File: config.mk
export PLATFORM = sky130hd
export DESIGN_NAME = priority_encoder_8to3_sync
export DESIGN_NICKNAME = d
export VERILOG_FILES = /design/src/rtl/priority_encoder_8to3_sync.sv
export SDC_FILE = /design/constraint.sdc
export NUM_CORES = 1
export LEC_CHECK = 0
export ABC_CLOCK_PERIOD_IN_PS = 2150
export BUFFER_PORTS_ARGS = -buffer_cell sky130_fd_sc_hd__buf_2
export CAP_MARGIN = 20
export CORE_AREA = 2 2 39 41
export DETAILED_ROUTE_END_ITERATION = 7
export DIE_AREA = 0 0 41 43
export PLACE_DENSITY_LB_ADDON = 0.15
export RECOVER_POWER = 100
export SLEW_MARGIN = 20
export SYNTH_ARGS = -nofsm -noshare
export SYNTH_HDL_FRONTEND = slang
export SYNTH_SLANG_ARGS = --single-unit
File: constraint.sdc
create_clock -name clk -period 2.15 [get_ports clk]
set_input_delay 0.645 -clock clk [delete_from_list [all_inputs] [get_ports clk]]
set_output_delay 0.645 -clock clk [all_outputs]
set_load 0.01 [all_outputs]
File: src/rtl/priority_encoder_8to3_sync.sv
// -----------------------------------------------------------------------------
// priority_encoder_8to3_sync
//
// Registered 8-input priority encoder. Reduces a request vector to the binary
// index of its highest-numbered set bit, plus a flag saying whether any bit
// was set. The encode is purely combinational and feeds a single output
// register stage, so there is no combinational path from i to the outputs.
//
// Ports:
//   clk    in   1  system clock, rising-edge active
//   rst    in   1  synchronous, active-high reset (has priority over en)
//   en     in   1  capture enable; 0 holds out/valid
//   i      in   8  request vector, bit 7 highest priority
//   out    out  3  registered index of highest set bit of i
//   valid  out  1  registered "any bit set" flag
//
// out == 3'b000 means either "bit 0 set" or "nothing set"; consumers must
// qualify out with valid.
// -----------------------------------------------------------------------------
module priority_encoder_8to3_sync #(
    parameter int WIDTH = 8,
    parameter int OUT_W = 3
) (
    input  logic             clk,
    input  logic             rst,
    input  logic             en,
    input  logic [WIDTH-1:0] i,
    output logic [OUT_W-1:0] out,
    output logic             valid
);

    // The casez table below is written for exactly 8 inputs / 3 index bits.
    generate
        if (WIDTH != 8 || OUT_W != 3) begin : g_bad_params
            $error("priority_encoder_8to3_sync supports only WIDTH=8, OUT_W=3");
        end
    endgenerate

    logic [OUT_W-1:0] idx;
    logic             any;

    logic [OUT_W-1:0] out_d;
    logic [OUT_W-1:0] out_q;
    logic             valid_d;
    logic             valid_q;

    // Highest set bit wins; the default branch covers i == 0 and also keeps
    // the block latch-free.
    always_comb begin
        idx = 3'b000;
        any = 1'b0;
        casez (i)
            8'b1???????: begin idx = 3'd7; any = 1'b1; end
            8'b01??????: begin idx = 3'd6; any = 1'b1; end
            8'b001?????: begin idx = 3'd5; any = 1'b1; end
            8'b0001????: begin idx = 3'd4; any = 1'b1; end
            8'b00001???: begin idx = 3'd3; any = 1'b1; end
            8'b000001??: begin idx = 3'd2; any = 1'b1; end
            8'b0000001?: begin idx = 3'd1; any = 1'b1; end
            8'b00000001: begin idx = 3'd0; any = 1'b1; end
            default:     begin idx = 3'd0; any = 1'b0; end
        endcase
    end

    always_comb begin
        out_d   = out_q;
        valid_d = valid_q;
        if (en) begin
            out_d   = idx;
            valid_d = any;
        end
    end

    always_ff @(posedge clk) begin
        if (rst) begin
            out_q   <= '0;
            valid_q <= 1'b0;
        end else begin
            out_q   <= out_d;
            valid_q <= valid_d;
        end
    end

    assign out   = out_q;
    assign valid = valid_q;

endmodule

==> results_dict.tcl <==
set metrics [dict create \
    syn_area_per_cell_sq_um 8.71 \
    drt_first_pass_iters 1 \
    cts_made_buffers 3 \
    r2r-start "out[2]$_SDFFE_PP0P_" \
    tritoncts "yes" \
    antenna_found_initial 0 \
    h-tree-depth 1 \
    clockBufferDepth 2 \
    die-width_um 41 \
    cap_violations 0 \
    peakVddDrop_mv 0.142 \
    p_leak_nw 0.138 \
    swShare 0.248 \
    relSlewSlack 0.802 \
    detail_route.wl_per_cell_um 9.30 \
    ys_ff_latch 4 \
    clockRootBuffer "clkbuf_4" \
    holdCritStartpoint "valid$_SDFFE_PP0P_" \
    reg2reg_setup_slack_ns 1.47 \
    ant_nets 0 \
    finalWorstSetupSlack_ns 0.796 \
    clock_latency_ns 0.24 \
    dieArea_sq_um 1760 \
    netlist_area_sq_um 209 \
    dp.cells 54 \
    grt_overflow 0 \
    worstPathCellList "clkbuf_1" \
    cp.arrival_ns 0.71 \
    slowest_stage "dfxtp_1" \
    netlist_top_cells_area "dfxtp_1 38%, a311oi_1 13%, nor2_1 9.0%" \
    routed_wl_um 530 \
    post_cts_buffers 0 \
    worst_pin_slew_ns 0.297 \
    p_seq_frac 0.393 \
    grt_pass1_vias 212 \
    fmax_ghz 0.739 \
    path_delay_family "flip-flops" \
    port_buffers 14 \
    ioPinCount 15 \
    p_int_w 0.000159 \
    row_count 14 \
    yosys.area.top_type_share 0.383 \
    switchingPower_w 0.0000523 \
    worstPathRequired_ns 1.50 \
    pwr-share-comb 0.165 \
    hold_path_end "valid$_SDFFE_PP0P_" \
    worstSetupPathType "flip-flop to output pin" \
    cts_resized 0 \
    die_h_um 43 \
    hold_depth 2 \
    grtUsageMet1 0.0831 \
    met2_usage 0.0938 \
    syn_to_final_growth_pct 47.3 \
    nNetsFinal 54 \
    yosys.area.top_type "dfxtp_1" \
    gp_congestion 0.671 \
    synth.net_count 35 \
    r2r_cells 2 \
    drt_iter0_markers 0 \
    min_path_type "flip-flop to flip-flop" \
    grt_pass1_wl_um 876 \
    initial_utilization 0.151 \
    drive_gt1_frac 0.366 \
    ys_types 14 \
    status "finished clean" \
    drc_errors 0 \
    grt_max_degree 8 \
    instances_no_fill 57 \
    num_vias 243 \
    diodes 0 \
    grt_use_met3 0.0576 \
    min_period_over_period 0.630 \
    final-setup-viol-count 0 \
    skew_ns 0 \
    crit_path_start_kind "flip-flop" \
    slowest_delay_ns 0.32 \
    power.total_w 0.000211 \
    cts-hold-fix-buffers 0 \
    track_usage 0.0822 \
    dpl.hpwl_um 447 \
    core_area_sq_um 1380 \
    path_buf_inv 1 \
    yosys_warnings 0 \
    vias_per_cell 4.26 \
    critPathMaxFanout 2 \
    p_clk_frac 0.442 \
    finalMaxSlewViolations 0 \
    cp-end-kind "output pin" \
    synth-seq-area-share 0.383 \
    clock-sinks 4 \
    hold_viol 0 \
    final.setup.tns_ns 0 \
    p_per_area_nw_per_um2 686 \
    clk_pin_slew_ns 0.04 \
    worst_hold_slack_ns 0.489 \
    place_worst_setup_slack_ns 0.715 \
    rr_endpoint "out[2]$_SDFFE_PP0P_" \
    postSynthCellCount 24 \
    final.min_clock_period_ns 1.35 \
    top_usage_layer "met4" \
    rsz0062_at_grt "false" \
]
## how the worst max path moves through the flow
stage                       startpoint                   to  slack [ns]  cells after the start
finish              valid$_SDFFE_PP0P_                valid        0.80                      1
global route        valid$_SDFFE_PP0P_                valid        0.74                      1
CTS                 valid$_SDFFE_PP0P_                valid        0.81                      1
detailed placement                i[3]  out[0]$_SDFFE_PP0P_        0.72                      4
global placement                  i[3]  out[0]$_SDFFE_PP0P_        0.71                      4
floorplan                         i[3]  out[0]$_SDFFE_PP0P_        0.89                      3
## area by class of cell
type	instances	area (sq um)
fillers	161	1080
multi-input cells	17	111
flip-flops and latches	4	80.1
repair buffers	14	62.6
clock buffers	3	22.5
well taps	16	20.0
inverters	3	11.3
## synthesized netlist by cell type (all sizes together)
cell    n
dfxtp   4
nand3   1
nand2b  2
nor3    1
nor2    6
and3    1
inv     3
o41ai   1
a221oi  1
a311oi  3
o21ai   1
## metal layers
metal / part of all wire / wire, um
met5: 0 / 0
met4: 0.055 / 29
met3: 0.14 / 73
met2: 0.36 / 189
met1: 0.45 / 238
## kinds of logic after synthesis
kind of cell	count (synthesis)	synth area share
AND/OR/NAND/NOR	11	0.293
flip-flops	4	0.383
AO/OA/AOI/OAI	6	0.269
buffers and inverters	3	0.0539
## registers in the layout, summed over array words and instances, names as in the netlist
| signal | count |
|---|---|
| out | 3 |
| valid | 1 |
## layout by cell type, fill, tap and decap left out
master    instances
a221oi_1          1
a311oi_1          3
and3_2            1
buf_2             8
clkbuf_1          6
clkbuf_4          3
dfxtp_1           4
inv_1             2
inv_2             1
nand2b_1          1
nand2b_2          1
nand3_1           1
nor2_1            6
nor3_1            1
o21ai_0           1
o41ai_2           1
## metrics by stage
| step | util | cell area, sq um |
|---|---|---|
| after floorplan | - | 209 |
| after global placement | 0.216 | 299 |
| after detailed placement | 0.216 | 299 |
| after CTS | 0.232 | 322 |
| after global routing | 0.222 | 308 |
| final | 0.222 | 308 |
## power by group through the flow
stage | logic (W) | clock network [W] | registers, W
2_1_floorplan | 0.0000135 | 0 | 0.0000870
3_3_place_gp | 0.0000375 | 0 | 0.0000839
3_5_place_dp | 0.0000382 | 0 | 0.0000839
4_1_cts | 0.0000382 | 0.0000963 | 0.0000827
5_1_grt | 0.0000392 | 0.000107 | 0.0000834
6_report | 0.0000349 | 0.0000933 | 0.0000828
Note: power is estimated with default switching activity, not from simulation.
